===== config.mk =====
export PLATFORM = sky130hd
export DESIGN_NAME = mips_mc_controller
export DESIGN_NICKNAME = d
export VERILOG_FILES = /design/src/rtl/mips_mc_pkg.sv /design/src/rtl/mips_alu_dec.sv /design/src/rtl/mips_mc_controller.sv
export SDC_FILE = /design/constraint.sdc
export NUM_CORES = 1
export LEC_CHECK = 0
export BUFFER_PORTS_ARGS = -buffer_cell sky130_fd_sc_hd__buf_2
export CORE_ASPECT_RATIO = 0.6
export CORE_MARGIN = 10
export CORE_UTILIZATION = 50
export CTS_CLUSTER_DIAMETER = 50
export DETAILED_ROUTE_END_ITERATION = 12
export GPL_ROUTABILITY_DRIVEN = 1
export GPL_TIMING_DRIVEN = 0
export PLACE_DENSITY = 0.87
export SLEW_MARGIN = 20
export SYNTH_ARGS = -nofsm -noshare
export SYNTH_HDL_FRONTEND = slang
export SYNTH_HIERARCHICAL = 1
export SYNTH_SLANG_ARGS = --single-unit

===== constraint.sdc =====
create_clock -name clk -period 1.8 [get_ports clk]
set_input_delay 0.36 -clock clk [delete_from_list [all_inputs] [get_ports clk]]
set_output_delay 0.36 -clock clk [all_outputs]
set_load 0.02 [all_outputs]

===== src/rtl/mips_mc_pkg.sv =====
// mips_mc_pkg: shared definitions for the multicycle MIPS main controller.
// Contents: opcode/funct constants, alucontrol codes, alusrcb/pcsrc mux
// encodings and the controller state enum.
package mips_mc_pkg;

    // Instruction opcodes (instr[31:26])
    localparam logic [5:0] OP_RTYPE = 6'b000000;
    localparam logic [5:0] OP_LW    = 6'b100011;
    localparam logic [5:0] OP_SW    = 6'b101011;
    localparam logic [5:0] OP_BEQ   = 6'b000100;
    localparam logic [5:0] OP_ADDI  = 6'b001000;
    localparam logic [5:0] OP_J     = 6'b000010;

    // R-type function codes (instr[5:0])
    localparam logic [5:0] FN_ADD = 6'b100000;
    localparam logic [5:0] FN_SUB = 6'b100010;
    localparam logic [5:0] FN_AND = 6'b100100;
    localparam logic [5:0] FN_OR  = 6'b100101;
    localparam logic [5:0] FN_SLT = 6'b101010;

    // ALU operation codes
    localparam logic [2:0] ALU_ADD = 3'b010;
    localparam logic [2:0] ALU_SUB = 3'b110;
    localparam logic [2:0] ALU_AND = 3'b000;
    localparam logic [2:0] ALU_OR  = 3'b001;
    localparam logic [2:0] ALU_SLT = 3'b111;

    // ALU operand B select
    localparam logic [1:0] SRCB_RT    = 2'b00;
    localparam logic [1:0] SRCB_FOUR  = 2'b01;
    localparam logic [1:0] SRCB_IMM   = 2'b10;
    localparam logic [1:0] SRCB_IMMSH = 2'b11;

    // Next-PC select
    localparam logic [1:0] PC_ALU    = 2'b00;
    localparam logic [1:0] PC_ALUOUT = 2'b01;
    localparam logic [1:0] PC_JUMP   = 2'b10;

    typedef enum logic [3:0] {
        S_IDLE,
        S_FETCH,
        S_DECODE,
        S_MEMADR,
        S_MEMRD,
        S_MEMWB,
        S_MEMWR,
        S_EXEC,
        S_ALUWB,
        S_BRANCH,
        S_ADDIEX,
        S_ADDIWB,
        S_JUMP
    } state_t;

endpackage


===== src/rtl/mips_alu_dec.sv =====
// mips_alu_dec: combinational R-type funct decoder.
// Ports:
//   funct       in  6  instruction bits [5:0]
//   alucontrol  out 3  ALU operation for this funct
//   funct_valid out 1  1 when funct is one of add/sub/and/or/slt
module mips_alu_dec
    import mips_mc_pkg::*;
(
    input  logic [5:0] funct,
    output logic [2:0] alucontrol,
    output logic       funct_valid
);

    always_comb begin
        alucontrol  = ALU_ADD;
        funct_valid = 1'b1;
        case (funct)
            FN_ADD:  alucontrol = ALU_ADD;
            FN_SUB:  alucontrol = ALU_SUB;
            FN_AND:  alucontrol = ALU_AND;
            FN_OR:   alucontrol = ALU_OR;
            FN_SLT:  alucontrol = ALU_SLT;
            default: funct_valid = 1'b0;
        endcase
    end

endmodule


===== src/rtl/mips_mc_controller.sv =====
// mips_mc_controller: Moore-style multicycle main controller for the MIPS
// core. Sequences each instruction through fetch/decode/execute states,
// handshakes with instruction and data RAM (req held until ack), counts
// retired instructions and flags undecodable instructions.
// Ports:
//   clk, rst (async, active-low)
//   opcode, funct, zero        instruction fields and ALU zero flag
//   inst_ack, data_ack         memory completion handshakes
//   inst_ram_ena, data_ram_ena, data_ram_wea   memory requests
//   pc_we, ir_we, regwrite, regdst, memtoreg, alusrca, alusrcb, pcsrc,
//   alucontrol                 datapath controls
//   instret                    retired-instruction counter (wraps)
//   illegal                    one-cycle pulse on undecodable instruction
module mips_mc_controller
    import mips_mc_pkg::*;
#(
    parameter int CNT_W  = 32,
    parameter int ALUC_W = 3
) (
    input  logic              clk,
    input  logic              rst,
    input  logic [5:0]        opcode,
    input  logic [5:0]        funct,
    input  logic              zero,
    input  logic              inst_ack,
    input  logic              data_ack,
    output logic              inst_ram_ena,
    output logic              data_ram_ena,
    output logic              data_ram_wea,
    output logic              pc_we,
    output logic              ir_we,
    output logic              regwrite,
    output logic              regdst,
    output logic              memtoreg,
    output logic              alusrca,
    output logic [1:0]        alusrcb,
    output logic [1:0]        pcsrc,
    output logic [ALUC_W-1:0] alucontrol,
    output logic              illegal,
    output logic [CNT_W-1:0]  instret
);

    state_t           r_state;
    state_t           w_next_state;
    logic [CNT_W-1:0] r_instret;
    logic             w_retire;
    logic [2:0]       w_alu_fn;
    logic             w_funct_valid;

    mips_alu_dec u_alu_dec (
        .funct       (funct),
        .alucontrol  (w_alu_fn),
        .funct_valid (w_funct_valid)
    );

    // NOTE: sequential state uses non-blocking assignments so every register
    // samples pre-edge values regardless of block ordering.
    always_ff @(posedge clk or negedge rst) begin
        if (!rst) begin
            r_state   <= S_IDLE;
            r_instret <= '0;
        end else begin
            r_state <= w_next_state;
            if (w_retire) r_instret <= r_instret + CNT_W'(1);
        end
    end

    assign instret = r_instret;

    // NOTE: every output is given a default before the case so that no path
    // leaves a signal unassigned, which would otherwise infer a latch.
    always_comb begin
        w_next_state = r_state;
        w_retire     = 1'b0;
        inst_ram_ena = 1'b0;
        data_ram_ena = 1'b0;
        data_ram_wea = 1'b0;
        pc_we        = 1'b0;
        ir_we        = 1'b0;
        regwrite     = 1'b0;
        regdst       = 1'b0;
        memtoreg     = 1'b0;
        alusrca      = 1'b0;
        alusrcb      = SRCB_RT;
        pcsrc        = PC_ALU;
        alucontrol   = '0;
        illegal      = 1'b0;

        case (r_state)
            S_IDLE: w_next_state = S_FETCH;

            S_FETCH: begin
                inst_ram_ena = 1'b1;
                alusrcb      = SRCB_FOUR;
                alucontrol   = ALUC_W'(ALU_ADD);
                // IR and PC+4 are captured only on the ack cycle.
                ir_we        = inst_ack;
                pc_we        = inst_ack;
                if (inst_ack) w_next_state = S_DECODE;
            end

            S_DECODE: begin
                // Speculatively compute the branch target into ALUOut.
                alusrcb    = SRCB_IMMSH;
                alucontrol = ALUC_W'(ALU_ADD);
                case (opcode)
                    OP_LW, OP_SW: w_next_state = S_MEMADR;
                    OP_RTYPE:     w_next_state = S_EXEC;
                    OP_BEQ:       w_next_state = S_BRANCH;
                    OP_ADDI:      w_next_state = S_ADDIEX;
                    OP_J:         w_next_state = S_JUMP;
                    default: begin
                        illegal      = 1'b1;
                        w_next_state = S_FETCH;
                    end
                endcase
            end

            S_MEMADR: begin
                alusrca      = 1'b1;
                alusrcb      = SRCB_IMM;
                alucontrol   = ALUC_W'(ALU_ADD);
                w_next_state = (opcode == OP_SW) ? S_MEMWR : S_MEMRD;
            end

            S_MEMRD: begin
                data_ram_ena = 1'b1;
                if (data_ack) w_next_state = S_MEMWB;
            end

            S_MEMWB: begin
                regwrite     = 1'b1;
                memtoreg     = 1'b1;
                w_retire     = 1'b1;
                w_next_state = S_FETCH;
            end

            S_MEMWR: begin
                data_ram_ena = 1'b1;
                data_ram_wea = 1'b1;
                if (data_ack) begin
                    w_retire     = 1'b1;
                    w_next_state = S_FETCH;
                end
            end

            S_EXEC: begin
                alusrca    = 1'b1;
                alusrcb    = SRCB_RT;
                alucontrol = ALUC_W'(w_alu_fn);
                illegal    = !w_funct_valid;
                w_next_state = w_funct_valid ? S_ALUWB : S_FETCH;
            end

            S_ALUWB: begin
                regwrite     = 1'b1;
                regdst       = 1'b1;
                w_retire     = 1'b1;
                w_next_state = S_FETCH;
            end

            S_BRANCH: begin
                alusrca      = 1'b1;
                alusrcb      = SRCB_RT;
                alucontrol   = ALUC_W'(ALU_SUB);
                pcsrc        = PC_ALUOUT;
                pc_we        = zero;
                w_retire     = 1'b1;
                w_next_state = S_FETCH;
            end

            S_ADDIEX: begin
                alusrca      = 1'b1;
                alusrcb      = SRCB_IMM;
                alucontrol   = ALUC_W'(ALU_ADD);
                w_next_state = S_ADDIWB;
            end

            S_ADDIWB: begin
                regwrite     = 1'b1;
                w_retire     = 1'b1;
                w_next_state = S_FETCH;
            end

            S_JUMP: begin
                pcsrc        = PC_JUMP;
                pc_we        = 1'b1;
                w_retire     = 1'b1;
                w_next_state = S_FETCH;
            end

            default: w_next_state = S_IDLE;
        endcase
    end

endmodule


======== After elaboration in Yosys (flattened, before gate mapping) ========
Index checks and enable logic that the tools add are counted.
word-level totals
  bits in registers ....................... 36
  logic and storage cells ................. 67
operators by class
  $add $sub $neg .......................... 1
  equal/unequal tests ..................... 25
  multiplexer cells ....................... 25
  reduce and logical (&&, ||, !) cells .... 14
operators with widths
  cell                     number
  $eq A6 B6 Y1 const B     7
  $add A32 B1 Y32 const B  1
  $pmux W4 S8              1
  $eq A4 B4 Y1 const B     5
  $pmux W4 S5              1
  $eq A4 B3 Y1 const B     4
  $mux W4                  4
  $pmux W3 S4              1
  $reduce_or A6 Y1         2
  $mux W1                  11
  $reduce_or A5 Y1         2
  $pmux W3 S3              1
  $eq A4 B2 Y1 const B     2
  $reduce_or A4 Y1         2
  $eq A6 B2 Y1 const B     1
  $eq A6 B3 Y1 const B     1
  $eq A6 B4 Y1 const B     1
  $logic_not A6 Y1         1
  $ne A2 B2 Y1 const B     3
  $pmux W2 S3              1
  $reduce_or A2 Y1         3
  $eq A4 B1 Y1 const B     1
  $logic_not A4 Y1         1
  $pmux W1 S2              2
  other kinds (6)          6

======== Longest topological paths before layout ========
  depth in word-level cells ............... 5
  depth in mapped cells ................... 7
  mapped depth without buffers ............ 7

======== Modules after synthesis ========
The synthesis kept the hierarchy.
by module, submodules not included
  module              times used  cells each  area each (µm²)
  mips_mc_controller  1           215         2110.8
  mips_alu_dec        1           9           86.3

======== Worst setup path after synthesis ========
No wires, ideal clock.
  path type ............................... register to output
  start point ............................. register r_state[2]
  end point ............................... output pc_we
  data arrival time ....................... 1.829 ns
  data required time ...................... 1.440 ns
  path slack .............................. -0.389 ns
  stages on the path, launching flop included .. 5
  cell sequence ........................... dfrtp_1 -> clkbuf_1 -> nor3_1 -> and2_1 -> a211o_1
between the ends
  word-level cells in the longest chain between the ends .. 2
  elaborated cells between the ends (all ways) .. 4
ends and longest elaborated chain
  item                                                 RTL line                  text
  from (decl)                                          mips_mc_controller.sv:43  state_t r_state;
  from (signal assigned)                               mips_mc_controller.sv:63  r_state <= w_next_state;
  $eq A4 B4 Y1 / $eq A4 B1 Y1 (equally long branches)  mips_mc_controller.sv:89  case (r_state)
  $pmux W1 S3 (*)                                      mips_mc_controller.sv:89
  to (decl)                                            mips_mc_controller.sv:30  output logic pc_we,
Mark *: on every way between the ends. The rest lies on a longest branch, timed or not.

======== Worst setup path in the final report ========
  start point ............................. input funct[1]
  end point ............................... output illegal
between the ends
  word-level cells in the longest chain between the ends .. 5
  elaborated cells between the ends (all ways) .. 9
ends and longest elaborated chain
  item                                   RTL line                   text
  from (decl)                            mips_mc_controller.sv:23   input logic [5:0] funct,
  $eq A6 B6 Y1                           mips_alu_dec.sv:17         case (funct)
  $reduce_or A5 Y1 (no source line) (*)  --
  $mux W1 (*)                            mips_alu_dec.sv:17
  net w_funct_valid                      mips_mc_controller.sv:48   logic w_funct_valid;
  $logic_not A1 Y1 (*)                   mips_mc_controller.sv:151  illegal = !w_funct_valid;
  $pmux W1 S2 (*)                        mips_mc_controller.sv:89
  to (decl)                              mips_mc_controller.sv:39   output logic illegal,
Mark *: on every way through the listed nets, which the timed path passes. The rest lies on a longest branch.

==> results.toml <==
[routing]
dr_wl_met2_um = 4350
wl_per_cell_um = 23.8
antenna_violating_nets_post_route = 0
drt_first_iter_violations = 397
drc = 0
routed_length_on_met1_um = 3650
top_signal_layer_used = "met4"
route.detailed.vias_per_inst = 6.30
drtPass1Iterations = 5
detailroute.wirelength.met3_um = 1080
routed-via-count = 2489
drt-total-wl_um = 9410

[synth]
mappedNetlistArea_um2 = 2200
synth.yosys.seq_area_share_pct = 41.0
synth_xor_xnor_area_share_pct = 13.2
postSynth.asyncResetShare_pct = 100
netlist.top_cell.by_area = "sky130_fd_sc_hd__dfrtp_1"
synth_cell_types = 52
yosys_most_used_dff = "sky130_fd_sc_hd__dfrtp_1"
synth.top_cells.by_count = "sky130_fd_sc_hd__dfrtp_1 (36), sky130_fd_sc_hd__xnor2_1 (30), sky130_fd_sc_hd__nand3_1 (18), sky130_fd_sc_hd__nand4_1 (13), sky130_fd_sc_hd__nor2_1 (13)"
post-synth-top-area-fraction_pct = 41.0
post_synth_main_area_contributors = "sky130_fd_sc_hd__dfrtp_1 (41%), sky130_fd_sc_hd__xnor2_1 (12%), sky130_fd_sc_hd__nand3_1 (4.1%)"
main_combinational_cell_family_by_area_after_synthesis = "simple AND/OR/NAND/NOR gates"
synth_seq_cells = 36
synth.most_common_cell = "sky130_fd_sc_hd__dfrtp_1"
synth_simple_gate_area_share_pct = 30.7
adder_cell_area_share_of_the_yosys_netlist_pct = 0.569
synth-warning-count = 6
synthesized_area_divided_by_synthesized_cell_count_um2 = 9.81
post_synthesis_compound_gate_area_fraction_pct = 9.62
netlist_instances = 224
synth_fp_nets = 242
synth_enable_flop_cells = 0
post_synth_mux_area_share_pct = 1.48

[final_layout]
n_antenna_cell = 0
drive_gt1_share_pct = 50.7
fin_nets = 352
layout.cells.non_filler = 395
filler_cell_count = 207
areaGrowthSynthToFinish_pct = 54.6

[timing]
timing.final.hold_violations = 0
finalClockSkew_ns = 0.0102
fin_crit_ns = 2.01
report.final.setup_viol = 36
timing.max_slew.rel_slack_pct = 46.3
rsz0062_at_grt = "true"
timing.fmax_mhz = 498
timing_worst_slew_pin_value_ns = 0.806
timing.final.max_slew_violations = 0
layout_worst_path_cycle_share_pct = 112
post-route-worst-setup-slack_ns = -0.210

[setup_path]
crit_arrival_ns = 1.65
critical_path_peak_fanout = 5
crit_path_required_time_ns = 1.44
setup.worst_path.start_class = "input pin"
worst_setup_path_end_kind = "output port"
worst-setup-path-type = "input pin to output port"

[clock_tree]
tritoncts_buffers = 5
cts_tree = "yes"
cts_buffer_depth = 2
cts-root-buf = "sky130_fd_sc_hd__clkbuf_8"
clock_latency_ns = 0.30
clock_pin_slew_worst_setup_and_hold_paths_ns = 0.08
cts_hold_buf = 0
htree_levels = 2
cts.sinks = 36

[power]
highest_ir_drop_seen_on_vdd_uv = 739
leakagePower_nw = 1.62
power-per-cell-area_nw_per_um2 = 1290
power_mw = 4.37

[floorplan]
floorplan.rows = 18
pin_count = 66
floorplan.initialDensity_pct = 52.7
die_width_um = 106
design.core.area_um2 = 4170
die_h_um = 71.3
floorplan.die_area_um2 = 7530

[global_route]
largest_net_degree_at_the_start_of_global_routing = 37
wire_length_of_the_first_global_routing_pass_um = 11200
grt_util_all_layers_pct = 17.9
global_route_congestion_overflow_total = 0
grt_antenna_before_repair = 0
first_global_vias = 2115

[placement]
gp_congestion = 0.872
placement.setup.worst_slack_ns = -0.155
dp_cell_count = 348
dpl.hpwl_um = 4540
buffer_ports.inserted = 64

[job]
drv.max_cap_violation_count = 0

[status]
failing_checks = "setup timing"
run_status = "finished with violations"

[hold_path]
timing.hold.worst.class = "input pin to async pin"
through the flow:
step,hold slack [ns],setup TNS [ns],util (%),cell area (µm²)
global route,0.208,-4.79,81.5,3400
detailed placement,0.479,-2.29,62.7,2610
floorplan,0.0644,-0.0602,-,2220
CTS,0.171,-0.335,70.5,2940
global placement,0.455,-1.61,62.7,2610
finish,0.151,-3.25,81.5,3400
layer usage:
layer / vias up / track usage (%)
met4: 0 / 7.17
met5: - / 0
li1: 1036 / -
met1: 1202 / 22.5
met3: 38 / 4.29
met2: 213 / 29.1
worst paths after layout:
check                                 start          end  slack [ns]  cells past startpoint
worst max-delay path               funct[1]      illegal       -0.21                      5
worst max register to register   r_state[2]  instret[12]       -0.19                      8
worst min register to register  instret[16]  instret[16]        0.51                      1
worst min-delay path                    rst  instret[30]        0.15                      1
max in group asynchronous               rst   instret[2]        1.09                      1
min in group clk                   inst_ack   r_state[0]        0.30                      2
logic make-up (layout without fill, tap and decap cells):
group                    Yosys count  in the layout
adder cells (fa/ha/maj)            1              1
XOR/XNOR                          33             33
multiplexers                       3              3
AND/OR/NAND/NOR                  105            105
buffers and inverters             18            129
flip-flops                        36             36
AO/OA/AOI/OAI                     28             28
layout make-up:
| cell class | count | area, µm² | area share [%] |
|---|---|---|---|
| multi-input combinational | 170 | 1470 | 43.1 |
| sequential | 36 | 907 | 26.7 |
| timing repair buffer | 103 | 719 | 21.2 |
| buffer | 11 | 109 | 3.20 |
| clock buffer | 8 | 90.1 | 2.65 |
| tap | 60 | 75.1 | 2.21 |
| inverter | 7 | 31.3 | 0.921 |
worst max-delay path, cell delays in order:
cell and delay [ns]:
sky130_fd_sc_hd__buf_2 0.16, sky130_fd_sc_hd__mux2_1 0.37, sky130_fd_sc_hd__nor3_1 0.38, sky130_fd_sc_hd__o22ai_1 0.19, sky130_fd_sc_hd__buf_4 0.18
where the power goes:
group	leakage [nW]	internal (mW)	switching, mW	total, mW
logic	1.10	1.24	1.48	2.72
clock network	0.0455	0.312	0.297	0.610
registers	0.481	0.914	0.120	1.03
state kept, by name, indices dropped and copies added, names as in the netlist:
name,flops
r_state,4
instret,32
cells in the final DEF, fill, tap and decap left out, types with 4 or more instances in the layout:
cell,n
sky130_fd_sc_hd__a21oi_1,4
sky130_fd_sc_hd__nand3_2,5
sky130_fd_sc_hd__buf_6,16
sky130_fd_sc_hd__nand3_1,9
sky130_fd_sc_hd__dfrtp_1,31
sky130_fd_sc_hd__buf_2,50
sky130_fd_sc_hd__dfrtp_2,5
sky130_fd_sc_hd__nor3_4,4
sky130_fd_sc_hd__nand3_4,4
sky130_fd_sc_hd__nor3_1,4
sky130_fd_sc_hd__clkbuf_1,4
sky130_fd_sc_hd__nand2_1,9
sky130_fd_sc_hd__xnor2_1,27
sky130_fd_sc_hd__inv_1,5
sky130_fd_sc_hd__nand4_1,13
sky130_fd_sc_hd__clkbuf_8,6
sky130_fd_sc_hd__buf_4,41
sky130_fd_sc_hd__and3_1,10
sky130_fd_sc_hd__nor2_1,9
what timing repair did:
item	4_1_cts	5_1_grt
resized for setup	44	60
cloned	0	2
pin swaps	8	25
setup buffers	15	22
endpoints found under the setup margin	33	36
Note: power is estimated with default switching activity, not from simulation.
